--- src/rtl/dispatch_stage_n.sv ---
// N-wide in-order dispatch: per-slot decode, count-based admission, rename with
// intra-group bypass, registered RS/ROB allocation, halt FSM and dispatch counter.
package dispatch_pkg;
  localparam int PR_W  = 6;
  localparam int ROB_W = 5;
  localparam int AR_W  = 5;
  localparam logic [AR_W-1:0] ZERO_REG = '0;
  localparam logic [31:0]     WFI_INST = 32'h1050_0073;

  typedef struct packed {
    logic        valid;
    logic [31:0] pc;
    logic [31:0] inst;
  } if_id_packet_t;

  typedef struct packed {
    logic             valid;
    logic [31:0]      pc;
    logic [31:0]      inst;
    logic [PR_W-1:0]  dest_pr;
    logic [PR_W-1:0]  reg1_pr;
    logic             reg1_ready;
    logic [PR_W-1:0]  reg2_pr;
    logic             reg2_ready;
    logic [ROB_W-1:0] rob_entry;
    logic             halt;
  } rs_in_packet_t;

  typedef struct packed {
    logic            valid;
    logic [31:0]     pc;
    logic [AR_W-1:0] arch_reg;
    logic [PR_W-1:0] t_new;
    logic [PR_W-1:0] t_old;
    logic            halt;
  } rob_entry_packet_t;
endpackage

module dispatch_decoder
  import dispatch_pkg::*;
(
  input  logic            i_valid,
  input  logic [31:0]     i_inst,
  output logic [AR_W-1:0] o_dest,
  output logic [AR_W-1:0] o_rs1,
  output logic [AR_W-1:0] o_rs2,
  output logic            o_halt
);
  logic [6:0] w_opcode;
  assign w_opcode = i_inst[6:0];

  always_comb begin
    // NOTE: every output gets a default before the case, so no path can infer a latch.
    o_dest = ZERO_REG;
    o_rs1  = ZERO_REG;
    o_rs2  = ZERO_REG;
    o_halt = 1'b0;
    if (i_valid) begin
      case (w_opcode)
        7'b0110111, 7'b0010111, 7'b1101111: o_dest = i_inst[11:7];
        7'b1100111, 7'b0000011, 7'b0010011: begin
          o_dest = i_inst[11:7];
          o_rs1  = i_inst[19:15];
        end
        7'b0110011: begin
          o_dest = i_inst[11:7];
          o_rs1  = i_inst[19:15];
          o_rs2  = i_inst[24:20];
        end
        7'b1100011, 7'b0100011: begin
          o_rs1 = i_inst[19:15];
          o_rs2 = i_inst[24:20];
        end
        7'b1110011: o_halt = (i_inst == WFI_INST);
        default: ;
      endcase
    end
  end
endmodule

module dispatch_stage_n
  import dispatch_pkg::*;
#(
  parameter int WIDTH  = 3,
  parameter int CNT_W  = 4,
  parameter int PERF_W = 32
) (
  input  logic                         clock,
  input  logic                         reset,
  input  logic                         squash,
  input  if_id_packet_t                if_id_packet_in [WIDTH],
  output logic [$clog2(WIDTH+1)-1:0]   dis_num,
  input  logic [CNT_W-1:0]             rs_free_cnt,
  input  logic [CNT_W-1:0]             rob_free_cnt,
  input  logic [CNT_W-1:0]             free_reg_cnt,
  input  logic [PR_W-1:0]              free_pr_in [WIDTH],
  input  logic [ROB_W-1:0]             rob_index [WIDTH],
  output logic [WIDTH-1:0]             new_pr_en,
  output logic [AR_W-1:0]              maptable_ar [WIDTH],
  output logic [PR_W-1:0]              maptable_new_pr [WIDTH],
  input  logic [PR_W-1:0]              maptable_old_pr [WIDTH],
  output logic [AR_W-1:0]              reg1_ar [WIDTH],
  output logic [AR_W-1:0]              reg2_ar [WIDTH],
  input  logic [PR_W-1:0]              reg1_pr [WIDTH],
  input  logic [PR_W-1:0]              reg2_pr [WIDTH],
  input  logic [WIDTH-1:0]             reg1_ready,
  input  logic [WIDTH-1:0]             reg2_ready,
  output rs_in_packet_t                rs_in [WIDTH],
  output rob_entry_packet_t            rob_in [WIDTH],
  output logic                         halted,
  output logic [PERF_W-1:0]            dispatched_cnt
);
  localparam int NUM_W = $clog2(WIDTH + 1);

  typedef enum logic {S_RUN, S_HALTED} state_e;
  state_e r_state, w_state_next;

  logic [AR_W-1:0]   w_dest [WIDTH];
  logic [WIDTH-1:0]  w_halt, w_has_dest, w_acc, w_src1_rdy, w_src2_rdy;
  logic [PR_W-1:0]   w_new_pr [WIDTH];
  logic [PR_W-1:0]   w_src1_pr [WIDTH];
  logic [PR_W-1:0]   w_src2_pr [WIDTH];
  logic [PR_W-1:0]   w_told [WIDTH];
  logic [CNT_W-1:0]  w_pr_cnt, w_pr_need;
  logic              w_ok, w_take, w_halt_acc;
  rs_in_packet_t     w_rs_next [WIDTH];
  rob_entry_packet_t w_rob_next [WIDTH];
  rs_in_packet_t     r_rs_in [WIDTH];
  rob_entry_packet_t r_rob_in [WIDTH];
  logic [PERF_W-1:0] r_disp_cnt;

  for (genvar g = 0; g < WIDTH; g++) begin : g_dec
    dispatch_decoder u_dec (
      .i_valid (if_id_packet_in[g].valid),
      .i_inst  (if_id_packet_in[g].inst),
      .o_dest  (w_dest[g]),
      .o_rs1   (reg1_ar[g]),
      .o_rs2   (reg2_ar[g]),
      .o_halt  (w_halt[g])
    );
    assign w_has_dest[g] = (w_dest[g] != ZERO_REG);
  end

  // Prefix admission; the k-th PR-consuming slot takes free-list head k.
  always_comb begin
    w_ok      = (r_state == S_RUN) && !squash;
    w_pr_cnt  = '0;
    w_pr_need = '0;
    w_take    = 1'b0;
    w_acc     = '0;
    dis_num   = '0;
    for (int i = 0; i < WIDTH; i++) begin
      w_pr_need = w_pr_cnt + CNT_W'(w_has_dest[i]);
      w_take    = w_ok && if_id_packet_in[i].valid &&
                  (CNT_W'(i + 1) <= rob_free_cnt) &&
                  (CNT_W'(i + 1) <= rs_free_cnt) &&
                  (w_pr_need <= free_reg_cnt);
      w_acc[i]    = w_take;
      w_new_pr[i] = '0;
      for (int k = 0; k < WIDTH; k++)
        if (CNT_W'(k) == w_pr_cnt) w_new_pr[i] = free_pr_in[k];
      if (w_take) begin
        w_pr_cnt = w_pr_need;
        dis_num  = NUM_W'(i + 1);
      end
      w_ok = w_take && !w_halt[i];
    end
    // Free-list pop mask: one bit per PR consumed, packed from bit 0.
    for (int k = 0; k < WIDTH; k++) new_pr_en[k] = (CNT_W'(k) < w_pr_cnt);
  end

  // Rename with bypass from older accepted slots; later matches overwrite, so youngest wins.
  always_comb begin
    for (int i = 0; i < WIDTH; i++) begin
      w_src1_pr[i]  = reg1_pr[i];
      w_src1_rdy[i] = reg1_ready[i];
      w_src2_pr[i]  = reg2_pr[i];
      w_src2_rdy[i] = reg2_ready[i];
      w_told[i]     = maptable_old_pr[i];
      for (int j = 0; j < WIDTH; j++) begin
        if (j < i && w_acc[j] && w_has_dest[j]) begin
          if (w_dest[j] == reg1_ar[i]) begin
            w_src1_pr[i]  = w_new_pr[j];
            w_src1_rdy[i] = 1'b0;
          end
          if (w_dest[j] == reg2_ar[i]) begin
            w_src2_pr[i]  = w_new_pr[j];
            w_src2_rdy[i] = 1'b0;
          end
          if (w_dest[j] == w_dest[i]) w_told[i] = w_new_pr[j];
        end
      end
    end
  end

  always_comb begin
    for (int i = 0; i < WIDTH; i++) begin
      maptable_ar[i]     = w_acc[i] ? w_dest[i] : ZERO_REG;
      maptable_new_pr[i] = (w_acc[i] && w_has_dest[i]) ? w_new_pr[i] : '0;
      w_rs_next[i]       = '0;
      w_rob_next[i]      = '0;
      if (w_acc[i]) begin
        w_rs_next[i].valid      = 1'b1;
        w_rs_next[i].pc         = if_id_packet_in[i].pc;
        w_rs_next[i].inst       = if_id_packet_in[i].inst;
        w_rs_next[i].dest_pr    = maptable_new_pr[i];
        w_rs_next[i].reg1_pr    = w_src1_pr[i];
        w_rs_next[i].reg1_ready = w_src1_rdy[i];
        w_rs_next[i].reg2_pr    = w_src2_pr[i];
        w_rs_next[i].reg2_ready = w_src2_rdy[i];
        w_rs_next[i].rob_entry  = rob_index[i];
        w_rs_next[i].halt       = w_halt[i];
        w_rob_next[i].valid     = 1'b1;
        w_rob_next[i].pc        = if_id_packet_in[i].pc;
        w_rob_next[i].arch_reg  = w_dest[i];
        w_rob_next[i].t_new     = maptable_new_pr[i];
        w_rob_next[i].t_old     = w_told[i];
        w_rob_next[i].halt      = w_halt[i];
      end
    end
  end

  assign w_halt_acc = |(w_acc & w_halt);

  always_comb begin
    w_state_next = r_state;
    case (r_state)
      S_RUN:     if (!squash && w_halt_acc) w_state_next = S_HALTED;
      S_HALTED:  if (squash) w_state_next = S_RUN;
      default:   w_state_next = S_RUN;
    endcase
  end

  // NOTE: non-blocking assignments so every flop here samples pre-edge values.
  always_ff @(posedge clock) begin
    if (reset) begin
      r_state    <= S_RUN;
      r_disp_cnt <= '0;
      // NOTE: whole packets are cleared, not just valid, so the RS/ROB never see X payloads.
      for (int i = 0; i < WIDTH; i++) begin
        r_rs_in[i]  <= '0;
        r_rob_in[i] <= '0;
      end
    end else begin
      r_state    <= w_state_next;
      r_disp_cnt <= r_disp_cnt + PERF_W'(dis_num);
      r_rs_in    <= w_rs_next;
      r_rob_in   <= w_rob_next;
    end
  end

  assign rs_in          = r_rs_in;
  assign rob_in         = r_rob_in;
  assign halted         = (r_state == S_HALTED);
  assign dispatched_cnt = r_disp_cnt;
endmodule

--- config.mk ---
export PLATFORM = sky130hd
export DESIGN_NAME = dispatch_stage_n
export DESIGN_NICKNAME = d
export VERILOG_FILES = /design/src/rtl/dispatch_stage_n.sv
export SDC_FILE = /design/constraint.sdc
export NUM_CORES = 1
export LEC_CHECK = 0
export ABC_AREA = 1
export ABC_CLOCK_PERIOD_IN_PS = 23200
export CAP_MARGIN = 10
export CORE_AREA = 2 2 324 326
export CTS_CLUSTER_SIZE = 8
export DETAILED_ROUTE_END_ITERATION = 6
export DIE_AREA = 0 0 326 328
export GPL_TIMING_DRIVEN = 0
export PLACE_DENSITY = 0.35
export SLEW_MARGIN = 10
export SYNTH_ARGS = -nofsm -noshare
export SYNTH_HDL_FRONTEND = slang
export SYNTH_SLANG_ARGS = --single-unit
--- constraint.sdc ---
create_clock -name clock -period 23.2 [get_ports clock]
set_input_delay 3.48 -clock clock [delete_from_list [all_inputs] [get_ports clock]]
set_output_delay 3.48 -clock clock [all_outputs]
set_load 0.01 [all_outputs]
==> impl_metrics.xml, run 1 <==
<?xml version="1.0" encoding="UTF-8"?>
<metrics>
  <group name="synth">
    <metric name="yosys_warnings" unit="">0</metric>
    <metric name="synth.net_count" unit="">2233</metric>
    <metric name="ys_dominant_reg_cell" unit="">sky130_fd_sc_hd__dfxtp_1</metric>
    <metric name="yosys-top-cells-count" unit="">412 x sky130_fd_sc_hd__nor2_1, 351 x sky130_fd_sc_hd__inv_1, 339 x sky130_fd_sc_hd__dfxtp_1</metric>
    <metric name="number_of_storage_elements_in_the_synthesis_netlist" unit="">339</metric>
    <metric name="post-synth-top-area-cell" unit="">sky130_fd_sc_hd__dfxtp_1</metric>
    <metric name="synth_top_area_share" unit="%">47.92</metric>
    <metric name="ys_top_cells_by_area" unit="">sky130_fd_sc_hd__dfxtp_1 48%, sky130_fd_sc_hd__nor2_1 11%, sky130_fd_sc_hd__inv_1 9.3%, sky130_fd_sc_hd__nand2_1 7.1%, sky130_fd_sc_hd__buf_4 6.5%</metric>
    <metric name="average_cell_area_after_synthesis" unit="um2">7.385</metric>
    <metric name="post-synth-top-count-cell" unit="">sky130_fd_sc_hd__nor2_1</metric>
    <metric name="synthCells" unit="">1918</metric>
    <metric name="number_of_distinct_library_cells_after_synthesis" unit="">41</metric>
    <metric name="async_flop_share" unit="%">0</metric>
    <metric name="post_synth_instance_area" unit="um2">14160</metric>
    <metric name="share_of_synthesized_area_occupied_by_flip_flops_and_latches" unit="%">47.92</metric>
    <metric name="synth_edf_count" unit="">0</metric>
  </group>
  <group name="floorplanning">
    <metric name="die_area" unit="um2">106900</metric>
    <metric name="floorplan.initialDensity" unit="%">13.72</metric>
    <metric name="die_height" unit="um">328</metric>
    <metric name="ios" unit="">830</metric>
    <metric name="placement_rows" unit="">118</metric>
    <metric name="fp.coreArea" unit="um2">103200</metric>
    <metric name="die_w" unit="um">326</metric>
  </group>
  <group name="cells_and_area">
    <metric name="area_of_the_multi_input_gates" unit="um2">4858</metric>
    <metric name="post_route_cells_drive_above_1_share" unit="%">9.751</metric>
    <metric name="sequential_cell_area" unit="um2">6787</metric>
    <metric name="fillCellCount" unit="">11470</metric>
    <metric name="area.growth.synth_to_final" unit="%">80.74</metric>
    <metric name="final_nets" unit="">3113</metric>
  </group>
  <group name="setup_path">
    <metric name="timing.critical_path.mode_cell" unit="">sky130_fd_sc_hd__ha_1</metric>
    <metric name="worst_ep_required_time" unit="ps">19720</metric>
    <metric name="slowest_stage_delay_on_critical_path" unit="ps">540</metric>
    <metric name="start_kind" unit="">input port</metric>
    <metric name="setup.worst_path.class" unit="">input port to primary output</metric>
    <metric name="critical_path_arrival" unit="ps">11700</metric>
    <metric name="path_max_fanout" unit="">10</metric>
    <metric name="worstSetupEndpointType" unit="">primary output</metric>
    <metric name="reg2reg_depth" unit="">42</metric>
    <metric name="crit_path_top_delay_cell" unit="">sky130_fd_sc_hd__clkdlybuf4s50_1</metric>
  </group>
  <group name="power">
    <metric name="power_density" unit="nW/um2">56.56</metric>
    <metric name="p_leak" unit="uW">0.01128</metric>
    <metric name="post-layout-total-power" unit="uW">1448</metric>
    <metric name="peakVddDrop" unit="mV">0.04103</metric>
  </group>
  <group name="drt">
    <metric name="via_per_inst" unit="">3.505</metric>
    <metric name="wl_met1" unit="mm">35.40</metric>
    <metric name="drt-total-wl" unit="mm">87.99</metric>
    <metric name="route.detailed.drc" unit="">0</metric>
    <metric name="drt_pass1_iterations" unit="">4</metric>
    <metric name="met2RoutedLength" unit="mm">44.01</metric>
    <metric name="vias_post_dr" unit="">14700</metric>
    <metric name="post_drt_wl_per_cell" unit="um">20.98</metric>
    <metric name="route.antenna.remaining_nets" unit="">0</metric>
    <metric name="highest_metal_layer_used_by_the_detailed_router" unit="">met5</metric>
    <metric name="violation_count_after_the_first_detailed_routing_iteration" unit="">592</metric>
    <metric name="routed-wl-met3" unit="mm">6.938</metric>
  </group>
  <group name="run_status">
    <metric name="run_status" unit="">complete, no violations</metric>
  </group>
  <group name="sta">
    <metric name="final-setup-viol-count" unit="">0</metric>
    <metric name="timing.final.crit_share" unit="%">65.42</metric>
    <metric name="setup_tns" unit="ps">0</metric>
    <metric name="timing.max_slew.rel_slack" unit="%">39.94</metric>
    <metric name="finClkSkew" unit="ps">16.19</metric>
    <metric name="final_period_minus_worst_setup_slack" unit="ps">15180</metric>
    <metric name="fmax" unit="MHz">65.88</metric>
    <metric name="grt_setup_unrepaired" unit="">no</metric>
    <metric name="worst_slack" unit="ps">8022</metric>
    <metric name="tightestPinTransition" unit="ps">897.6</metric>
    <metric name="hold_viol_final" unit="">0</metric>
    <metric name="report.final.slew_viol_count" unit="">0</metric>
  </group>
  <group name="place">
    <metric name="routability_congestion_estimate" unit="">0.7971</metric>
    <metric name="dpl.hpwl" unit="mm">74.39</metric>
    <metric name="port-buffer-count" unit="">826</metric>
    <metric name="post-place-ws" unit="ps">7805</metric>
  </group>
  <group name="global_routing">
    <metric name="track_usage" unit="%">15.96</metric>
    <metric name="overflow_left_after_global_routing" unit="">0</metric>
    <metric name="antenna_violations_before_repair" unit="">15</metric>
    <metric name="first_global_vias" unit="">14880</metric>
    <metric name="grt_start_max_net_pins" unit="">14</metric>
    <metric name="global_route_wire_length_before_repair" unit="mm">119.4</metric>
  </group>
  <group name="flow_run">
    <metric name="maxCapViolations" unit="">0</metric>
  </group>
  <group name="clocking">
    <metric name="cts_sinks" unit="">339</metric>
    <metric name="tritoncts" unit="">done</metric>
    <metric name="clkLatencyLatePin" unit="ps">620</metric>
    <metric name="cts-htree-levels" unit="">2</metric>
    <metric name="post_cts_hold_buffer_count" unit="">0</metric>
    <metric name="cts.repair_timing.setup_buffer_count" unit="">0</metric>
    <metric name="cts_buffer_depth" unit="">3</metric>
    <metric name="ctsResizeCount" unit="">0</metric>
    <metric name="inserted_clock_buffers" unit="">51</metric>
    <metric name="clk_transition_reported_paths" unit="ps">50</metric>
    <metric name="cts_root_buffer" unit="">sky130_fd_sc_hd__clkbuf_16</metric>
  </group>
  <group name="worst_hold_path">
    <metric name="min_path_cells" unit="">2</metric>
    <metric name="holdCritPathClass" unit="">register to register</metric>
  </group>
</metrics>
area by class of cell:
type / instances / area share [%]
timing repair buffer: 827 / 32.33
sequential: 339 / 26.51
multi-input combinational: 1044 / 18.98
tap: 1380 / 6.745
inverter: 366 / 5.367
clock buffer: 56 / 5.181
buffer: 169 / 4.501
clock inverter: 9 / 0.3421
antenna: 5 / 0.04888
state kept, by name, summed over array words and instances (netlist names):
| name | flops |
|---|---|
| dispatched_cnt | 32 |
| rs_in | 156 |
| halted | 1 |
| rob_in | 150 |
cells in the final DEF (no fill, tap or decap), types with 5 or more instances in the layout:
cell / n
sky130_fd_sc_hd__clkinv_2: 5
sky130_fd_sc_hd__xor2_1: 5
sky130_fd_sc_hd__nand3_1: 105
sky130_fd_sc_hd__nor2_1: 412
sky130_fd_sc_hd__buf_4: 124
sky130_fd_sc_hd__dfxtp_1: 339
sky130_fd_sc_hd__diode_2: 5
sky130_fd_sc_hd__clkbuf_16: 52
sky130_fd_sc_hd__nor2_2: 10
sky130_fd_sc_hd__ha_1: 11
sky130_fd_sc_hd__nand3_2: 6
sky130_fd_sc_hd__nor4_1: 8
sky130_fd_sc_hd__buf_1: 7
sky130_fd_sc_hd__nand4_1: 38
sky130_fd_sc_hd__o21ai_1: 7
sky130_fd_sc_hd__nor2_4: 7
sky130_fd_sc_hd__a21oi_1: 43
sky130_fd_sc_hd__xnor2_1: 15
sky130_fd_sc_hd__clkbuf_1: 17
sky130_fd_sc_hd__clkdlybuf4s50_1: 826
sky130_fd_sc_hd__nor3_1: 46
sky130_fd_sc_hd__inv_2: 15
sky130_fd_sc_hd__buf_2: 21
sky130_fd_sc_hd__nand2_2: 9
sky130_fd_sc_hd__o21ai_0: 21
sky130_fd_sc_hd__inv_1: 351
sky130_fd_sc_hd__nand2_1: 267
metrics by stage:
step	hold slack, ps	instances	util (%)	cell area, um2
after floorplan	493.3	1918	-	14160
after global placement	471.6	4124	23.41	24160
after detailed placement	481.1	4125	23.42	24170
after CTS	491.3	4190	24.79	25590
after global routing	512.4	4192	24.80	25590
final	483.7	4195	24.81	25600
cell families after synthesis:
group                    share of synthesized area, %
adder cells (fa/ha/maj)                         1.113
AO/OA/AOI/OAI                                   3.163
AND/OR/NAND/NOR                                 28.74
buffers and inverters                           17.84
flip-flops                                      47.92
XOR/XNOR                                        1.237
per-layer routing:
| layer | vias to the layer above | GRT usage [%] |
|---|---|---|
| met5 | - | 0 |
| met4 | 18 | 3.767 |
| met3 | 93 | 5.743 |
| met2 | 447 | 28.26 |
| met1 | 6731 | 18.19 |
| li1 | 7415 | - |
critical path, delay by kind of cell:
kind | cells | cell delay, ps
and+or+nand+nor | 22 | 3930
buffers and inverters | 9 | 2100
AOI/OAI and AO/OA | 4 | 590
adders and majority gates | 6 | 1580
final timing paths:
| check | startpoint | end | slack (ps) |
|---|---|---|---|
| max | if_id_packet_in[131] | maptable_new_pr[0] | 8020 |
| min | dispatched_cnt[26]$_SDFF_PP0_ | dispatched_cnt[26]$_SDFF_PP0_ | 480 |
| max reg2reg | halted$_SDFF_PP0_ | dispatched_cnt[28]$_SDFF_PP0_ | 15210 |
| min reg2reg | dispatched_cnt[26]$_SDFF_PP0_ | dispatched_cnt[26]$_SDFF_PP0_ | 480 |
power breakdown:
group          total [uW]  internal (uW)  switching, uW
Clock                 703            410            293
Combinational         150           79.7           70.6
Sequential            594            591           3.61
No activity file was read; power rests on OpenSTA's default activity.
==> inputs of run 2 (changes only) <==
ABC_CLOCK_PERIOD_IN_PS = 14800   (was 23200)
CORE_AREA = 2 2 323 325   (was 2 2 324 326)
DIE_AREA = 0 0 325 327   (was 0 0 326 328)
PLACE_DENSITY = 0.36   (was 0.35)
clock period = 14.8 ns   (was 23.2 ns; I/O delays follow)
==> run 2 against run 1 <==
  * Final cell count stayed put
  * Core utilization rose by 0.065 points
  * Via count up 1.6%
  * Hold slack is essentially flat
  * Sequential cell count unchanged
  * Sequential share of layout area is essentially flat
  * First-iteration DRC count stayed put
  * Global-route usage decreased by 0.16 points
  * Critical path depth is the same
  * Critical path type unchanged
  * Largest power group unchanged
==> impl_metrics.xml, run 2 (same netlist as run 1, synthesis figures left out) <==
<?xml version="1.0" encoding="UTF-8"?>
<metrics>
  <group name="power">
    <metric name="post-layout-total-power" unit="uW">2264</metric>
    <metric name="p_leak" unit="uW">0.01127</metric>
    <metric name="power_density" unit="nW/um2">88.45</metric>
    <metric name="peakVddDrop" unit="mV">0.05745</metric>
  </group>
  <group name="drt">
    <metric name="route.detailed.drc" unit="">0</metric>
    <metric name="vias_post_dr" unit="">14950</metric>
    <metric name="route.antenna.remaining_nets" unit="">0</metric>
    <metric name="violation_count_after_the_first_detailed_routing_iteration" unit="">592</metric>
    <metric name="post_drt_wl_per_cell" unit="um">20.66</metric>
    <metric name="drt-total-wl" unit="mm">86.69</metric>
    <metric name="drt_pass1_iterations" unit="">5</metric>
    <metric name="via_per_inst" unit="">3.563</metric>
  </group>
  <group name="global_routing">
    <metric name="global_route_wire_length_before_repair" unit="mm">118.0</metric>
    <metric name="first_global_vias" unit="">15070</metric>
    <metric name="antenna_violations_before_repair" unit="">16</metric>
    <metric name="grt_start_max_net_pins" unit="">13</metric>
    <metric name="overflow_left_after_global_routing" unit="">0</metric>
    <metric name="track_usage" unit="%">15.79</metric>
  </group>
  <group name="worst_hold_path">
    <metric name="holdCritPathClass" unit="">register to register</metric>
    <metric name="hold-path-endpoint" unit="">dispatched_cnt[31]$_SDFF_PP0_</metric>
    <metric name="hold_start" unit="">dispatched_cnt[31]$_SDFF_PP0_</metric>
    <metric name="min_path_cells" unit="">2</metric>
  </group>
  <group name="floorplanning">
    <metric name="die_area" unit="um2">106300</metric>
    <metric name="placement_rows" unit="">118</metric>
    <metric name="floorplan.initialDensity" unit="%">13.76</metric>
    <metric name="fp.coreArea" unit="um2">102900</metric>
    <metric name="die_w" unit="um">325</metric>
    <metric name="die_height" unit="um">327</metric>
    <metric name="ios" unit="">830</metric>
  </group>
  <group name="sta">
    <metric name="timing.max_slew.rel_slack" unit="%">32.55</metric>
    <metric name="hold_viol_final" unit="">0</metric>
    <metric name="final.hold.worst_slack" unit="ps">484.0</metric>
    <metric name="tightestPinTransition" unit="ps">1003</metric>
    <metric name="report.final.slew_viol_count" unit="">0</metric>
    <metric name="timing.final.crit_share" unit="%">86.35</metric>
    <metric name="fmax" unit="MHz">78.25</metric>
    <metric name="finClkSkew" unit="ps">16.45</metric>
    <metric name="setup_tns" unit="ps">0</metric>
    <metric name="final-setup-viol-count" unit="">0</metric>
    <metric name="final_period_minus_worst_setup_slack" unit="ps">12780</metric>
    <metric name="grt_setup_unrepaired" unit="">no</metric>
  </group>
  <group name="cells_and_area">
    <metric name="layout.cells.most_common" unit="">sky130_fd_sc_hd__clkdlybuf4s50_1</metric>
    <metric name="finish.utilization" unit="%">24.87</metric>
    <metric name="mostFrequentLayoutCells" unit="">826 x sky130_fd_sc_hd__clkdlybuf4s50_1, 412 x sky130_fd_sc_hd__nor2_1, 351 x sky130_fd_sc_hd__inv_1</metric>
    <metric name="area.growth.synth_to_final" unit="%">80.70</metric>
    <metric name="final_nets" unit="">3113</metric>
    <metric name="finalInstanceArea" unit="um2">25590</metric>
    <metric name="post_route_cells_drive_above_1_share" unit="%">9.544</metric>
    <metric name="largest_reg_flops" unit="">156</metric>
  </group>
  <group name="clocking">
    <metric name="post_cts_hold_buffer_count" unit="">0</metric>
    <metric name="cts_buffer_depth" unit="">3</metric>
    <metric name="inserted_clock_buffers" unit="">50</metric>
    <metric name="clk_transition_reported_paths" unit="ps">50</metric>
    <metric name="cts-htree-levels" unit="">2</metric>
    <metric name="ctsResizeCount" unit="">0</metric>
    <metric name="cts_root_buffer" unit="">sky130_fd_sc_hd__clkbuf_16</metric>
    <metric name="tritoncts" unit="">done</metric>
    <metric name="clkLatencyLatePin" unit="ps">610</metric>
    <metric name="cts.repair_timing.setup_buffer_count" unit="">0</metric>
    <metric name="cts_sinks" unit="">339</metric>
  </group>
  <group name="place">
    <metric name="post_dp_cell_area" unit="um2">24170</metric>
    <metric name="routability_congestion_estimate" unit="">0.8099</metric>
    <metric name="dpl.hpwl" unit="mm">73.25</metric>
    <metric name="port-buffer-count" unit="">826</metric>
  </group>
  <group name="setup_path">
    <metric name="reg2reg_setup_slack" unit="ps">6900</metric>
    <metric name="slowest_stage_delay_on_critical_path" unit="ps">530</metric>
    <metric name="timing.critical_path.mode_cell" unit="">sky130_fd_sc_hd__ha_1</metric>
    <metric name="reg2reg_to" unit="">dispatched_cnt[28]$_SDFF_PP0_</metric>
    <metric name="path_max_fanout" unit="">10</metric>
    <metric name="worst_ep_required_time" unit="ps">12580</metric>
    <metric name="worstSetupEndpointType" unit="">primary output</metric>
    <metric name="start_kind" unit="">input port</metric>
    <metric name="reg2reg_depth" unit="">42</metric>
    <metric name="critical_path_arrival" unit="ps">10560</metric>
    <metric name="crit_path_top_delay_cell" unit="">sky130_fd_sc_hd__nor3_2</metric>
    <metric name="timing.rr.start" unit="">halted$_SDFF_PP0_</metric>
    <metric name="setup.worst_path.class" unit="">input port to primary output</metric>
  </group>
  <group name="flow_run">
    <metric name="maxCapViolations" unit="">0</metric>
  </group>
  <group name="run_status">
    <metric name="run_status" unit="">complete, no violations</metric>
  </group>
</metrics>
run 2: cell types whose count changed in the layout (fill, tap and decap cells not counted), sizes merged:
cell,delta
buf,+1
clkbuf,+2
clkinv,-5
clkinvlp,-1
diode,+2
inv,-1
bufinv,+2
run 2: stage by stage:
step | worst slack, ps | std cells
after global routing | 1206 | 4192
after detailed placement | 1827 | 4125
after floorplan | 4996 | 1918
final | 2020 | 4195
after global placement | 1914 | 4124
after CTS | 1810 | 4187
run 2: worst max-delay path by stage:
stage | cells past startpoint | endpoint | startpoint
floorplan | 42 | new_pr_en[2] | if_id_packet_in[136]
global placement | 41 | maptable_new_pr[0] | if_id_packet_in[130]
detailed placement | 41 | maptable_new_pr[0] | if_id_packet_in[130]
CTS | 41 | maptable_new_pr[0] | if_id_packet_in[130]
global route | 41 | maptable_new_pr[0] | if_id_packet_in[130]
finish | 41 | maptable_new_pr[0] | if_id_packet_in[130]
run 2: critical path, delay by kind of cell:
kind                       cells  cell delay, ps
AOI/OAI and AO/OA              4             620
and+or+nand+nor               22            3990
buffers and inverters          9            2130
adders and majority gates      6            1560
run 2: routing by layer:
layer | GRT usage (%) | wire length (um) | up-vias
met3 | 5.074 | 6382 | 97
met2 | 28.14 | 43620 | 470
met5 | 0 | 91 | -
met1 | 18.13 | 34860 | 6941
met4 | 4.136 | 1733 | 14
li1 | - | - | 7423
run 2: where the power goes:
part           total, uW  leakage (uW)  switching [uW]  internal (uW)
registers            932       0.00274            5.51            926
logic                235       0.00785             111            125
clock network       1100      0.000681             441            655
total               2260        0.0113             557           1710
run 2: area by class of cell:
cell class                      instances  area [um2]
Buffer                                169        1152
Antenna cell                            7       17.52
Inverter                              366        1374
Timing Repair Buffer                  828        8280
Clock inverter                          4       106.4
Clock buffer                           58        1291
Fill cell                           11500       77310
Tap cell                             1380        1727
Sequential cell                       339        6787
Multi-Input combinational cell       1044        4858
==> variant 1, RTL diff (settings of run 1) <==
The package constant `ZERO_REG` goes from '0 to 1.
--- a/src/rtl/dispatch_stage_n.sv
+++ b/src/rtl/dispatch_stage_n.sv
@@ -4,7 +4,7 @@
   localparam int PR_W  = 6;
   localparam int ROB_W = 5;
   localparam int AR_W  = 5;
-  localparam logic [AR_W-1:0] ZERO_REG = '0;
+  localparam logic [AR_W-1:0] ZERO_REG = 1;
   localparam logic [31:0]     WFI_INST = 32'h1050_0073;
 
   typedef struct packed {
Behaviour: not the same (a bounded check fails within 4 cycles, from zero or initial values and one cycle with reset high).
==> variant 1 against run 1 <==
  * Clock skew up 0.0064 ns
  * Worst setup slack better by 0.12 ns
  * Sequential cell count did not move
  * Hold slack got worse by 0.0013 ns
  * Sequential share of layout area fell by 0.35 points
  * Clock power decreased by 3%
  * Synthesized area rose by 2.6%
  * Sequential power about the same
  * Design area rose by 1.3%
  * Total power is 0.78% lower
  * Wire length is 2.8% higher
  * Register-to-register slack lost 0.05 ns
  * Largest power group unchanged
  * Highest routed layer unchanged
==> variant 1: results <==
group,metric,value,unit
timing,maxSlewHeadroom,10.5,%
yosys,ys_types,53,
finish,nFillCells,11466,
clock_tree,clock_latency,0.63,ns
routing,via_per_inst,3.57,
critical_path,crit_fanout,10,
routing,drt_iter0_drc,569,
routing,drc,0,
place,portBuffers,828,
routing,drt_wl_total,90400,um
routing,drt_first_pass_iters,4,
yosys,synth_compound_area_share,3.01,%
global_routing,grtUsageTotal,16.3,%
yosys,synth.top_cells.by_count,"nor2_1, dfxtp_1, inv_1",
place,preCtsSetupSlack,8.03,ns
global_routing,grt_antenna_before_repair,22,
yosys,seq_area_frac_synth,46.7,%
pwr,ir_drop,42.1,uV
clock_tree,cts_buffers,49,
place,dp.cells,4186,
yosys,synthTopCellsByArea,"dfxtp_1, nor2_1, inv_1, nand2_1, buf_4",
global_routing,grt_pass1_wl,122000,um
finish,fin_nets,3172,
pwr,leakage,11.3,nW
global_routing,first_global_vias,15395,
place,post-dp-hpwl,76500,um
finish,drive_gt1_share,10.2,%
yosys,synth_xor_area_share,1.15,%
place,gp_congestion,0.814,
critical_path,crit_slowest_cell,"clkdlybuf4s50_1",
finish,stdcell_count,4257,
yosys,syn_inst,1977,
yosys,synth.net_count,2292,
worst_hold_path,hp-class,"reg -> reg",
timing,finClkSkew,0.0226,ns
critical_path,arrival,11.58,ns
yosys,synth_fa_ha_area_share,1.09,%
outcome,status,"finished clean",
clock_tree,h-tree-depth,2,
-- variant 1: changes by cell type after synthesis, sizes merged, moves of 4 or more --
cell and change:
nand2 +42, nor2 +29, nand3 -16, nand4 +12, buf -11, inv -10
a21oi -9, nor3 +8, clkbuf +7, xnor2 -4
-- variant 1: critical path: cells and delay by family --
kind | cells | cell delay, ns
AO/OA/AOI/OAI | 4 | 0.79
AND/OR/NAND/NOR | 22 | 3.59
adder cells (fa/ha/maj) | 6 | 1.67
buffers and inverters | 9 | 2.00
-- variant 1: report_power, final --
part	switching [mW]	internal [mW]
Sequential	0.00336	0.591
Clock	0.288	0.397
Combinational	0.0757	0.0811
-- variant 1: stage by stage --
step | power [mW] | cell area [um^2]
floorplan | 0.658 | 14500
global placement | 0.766 | 24500
detailed placement | 0.766 | 24600
CTS | 1.48 | 25900
global route | 1.50 | 25900
finish | 1.44 | 25900
-- variant 1: layout make-up --
type	count	share of cell area, %
Sequential cell	339	26.2
Clock inverter	3	0.265
Inverter	356	5.16
Timing Repair Buffer	829	32.0
Tap cell	1380	6.66
Antenna cell	10	0.0965
Clock buffer	58	4.98
Buffer	165	4.30
Multi-Input combinational cell	1117	20.4
-- variant 1: worst paths after layout --
path / slack (ns) / start / depth (start not counted) / to
setup / recovery: 8.14 / if_id_packet_in[130] / 41 / new_pr_en[2]
hold / removal: 0.48 / dispatched_cnt[21] / 2 / dispatched_cnt[21]
setup reg to reg: 15.16 / halted / 38 / dispatched_cnt[30]
hold reg to reg: 0.48 / dispatched_cnt[21] / 2 / dispatched_cnt[21]
-- variant 1: metal layers --
layer | wire (um) | track usage (%) | vias up
met5 | 150 | 0 | -
met4 | 2190 | 5.24 | 24
met3 | 6910 | 5.67 | 117
met2 | 44600 | 28.4 | 480
met1 | 36600 | 18.6 | 6961
li1 | - | - | 7632
==> variant 2, RTL diff (config.mk and constraints of run 1) <==
Without the edit above. Reset style: asynchronous (`reset`), changed in one clocked block.
--- a/src/rtl/dispatch_stage_n.sv
+++ b/src/rtl/dispatch_stage_n.sv
@@ -232,7 +232,7 @@
   end
 
   // NOTE: non-blocking assignments so every flop here samples pre-edge values.
-  always_ff @(posedge clock) begin
+  always_ff @(posedge clock or posedge reset) begin
     if (reset) begin
       r_state    <= S_RUN;
       r_disp_cnt <= '0;
Function: differs if reset is asserted again (counterexample within 4 cycles, from zero or initial values and one cycle with reset high); with reset held inactive, the same outputs for 4 cycles.
==> variant 2 against run 1 <==
  * Total power grew 8.7%
  * Die area is the same
  * Largest cell class unchanged
  * Design area grew 6.7%
  * Sequential cell count is the same
  * Worst setup slack lost 0.81 ns
  * Synthesized area grew 11%
  * Largest power group unchanged
  * Highest routed layer unchanged
  * Critical path type unchanged
  * Wire length grew 0.47%
  * First-iteration DRC count shrank 1.0%
==> variant 2: results <==
group,metric,value,unit
clock_tree,cts_buffers,51,
finish,multi_input_comb_area,4750,um^2
finish,fin_nets,3077,
yosys,synth_async_sr_flop_share,100,%
routing,highest_layer,"met5",
yosys,synth_xor_area_share,2.23,%
yosys,synth.top_cells.by_count,"nor2_1, dfrtp_1, inv_1",
global_routing,met2_usage,28.3,%
timing,finClkSkew,0.0113,ns
place,post-dp-hpwl,73900,um
critical_path,crit_slowest_cell,"clkbuf_1",
routing,wl_met3,7020,um
pwr,ir_drop,40.7,uV
routing,wl_met2,44300,um
yosys,synthTopCellsByArea,"dfrtp_1, nor2_1, inv_1, nand2_1, buf_4",
worst_hold_path,hp-class,"reg -> reg",
global_routing,first_global_vias,16068,
finish,stdcell_count,4161,
clock_tree,cts_resized,0,
routing,vias,15267,
clock_tree,path_clk_slew,0.05,ns
critical_path,arrival,12.50,ns
clock_tree,clock_latency,0.62,ns
yosys,ys_types,43,
place,place_area,25800,um^2
global_routing,use_met3,5.48,%
routing,drt_first_pass_iters,7,
yosys,synth_fa_ha_area_share,0.924,%
routing,drt_iter0_drc,586,
routing,wl_met1,34600,um
timing,maxSlewHeadroom,21.5,%
place,portBuffers,827,
clock_tree,postCtsSetupRepairBufs,0,
place,gp_congestion,0.884,
global_routing,grt_pass1_wl,123000,um
global_routing,met1_usage,18.3,%
yosys,synth_compound_area_share,2.56,%
yosys,syn_inst,1880,
critical_path,slowest_delay,0.87,ns
outcome,status,"finished clean",
global_routing,grt_max_degree,102,
pwr,leakage,13.4,nW
yosys,synth.net_count,2194,
global_routing,grtUsageTotal,16.1,%
finish,nFillCells,11132,
place,dp.cells,4090,
finish,drive_gt1_share,9.68,%
routing,avgRoutedWirePerCell,21.2,um
clock_tree,h-tree-depth,2,
yosys,seq_area_frac_synth,54.0,%
==> variant 2: layout make-up <==
cell class                      instances  area share [%]
Antenna cell                            2          0.0183
Sequential cell                       339            31.0
Tap cell                             1380            6.32
Buffer                                176            4.41
Clock inverter                          6           0.531
Timing Repair Buffer                  830            30.6
Clock buffer                           63            5.02
Multi-Input combinational cell       1027            17.4
Inverter                              338            4.67
==> variant 2: path summary, 6_finish.rpt <==
check / slack [ns] / cells after the start / endpoint / from
hold / removal: 0.48 / 1 / dispatched_cnt[31] / dispatched_cnt[31]
setup reg to reg: 14.04 / 40 / dispatched_cnt[28] / halted
setup / recovery: 7.22 / 41 / dis_num[0] / if_id_packet_in[136]
hold reg to reg: 0.48 / 1 / dispatched_cnt[31] / dispatched_cnt[31]
min in group asynchronous: 3.36 / 2 / rob_in[22] / reset
max in group asynchronous: 18.50 / 4 / rs_in[99] / reset
==> variant 2: per-stage QoR <==
step,hold slack [ns],worst slack (ns)
after floorplan,0.507,10.33
after global placement,0.460,4.26
after detailed placement,0.477,6.79
after CTS,0.484,6.79
after global routing,0.517,6.40
final,0.483,7.22
==> variant 2: worst max-delay path: cells and delay by family <==
| family | cells | cell delay [ns] |
|---|---|---|
| AO/OA/AOI/OAI | 4 | 0.73 |
| adder cells (fa/ha/maj) | 5 | 1.24 |
| buffers and inverters | 11 | 2.98 |
| AND/OR/NAND/NOR | 21 | 4.00 |
==> variant 2: power by group <==
part | switching, mW | total (mW) | leakage, nW | internal [mW]
clock | 0.296 | 0.739 | 0.739 | 0.443
combinational | 0.106 | 0.213 | 8.02 | 0.106
sequential | 0.0114 | 0.621 | 4.63 | 0.610
total | 0.414 | 1.57 | 13.4 | 1.16
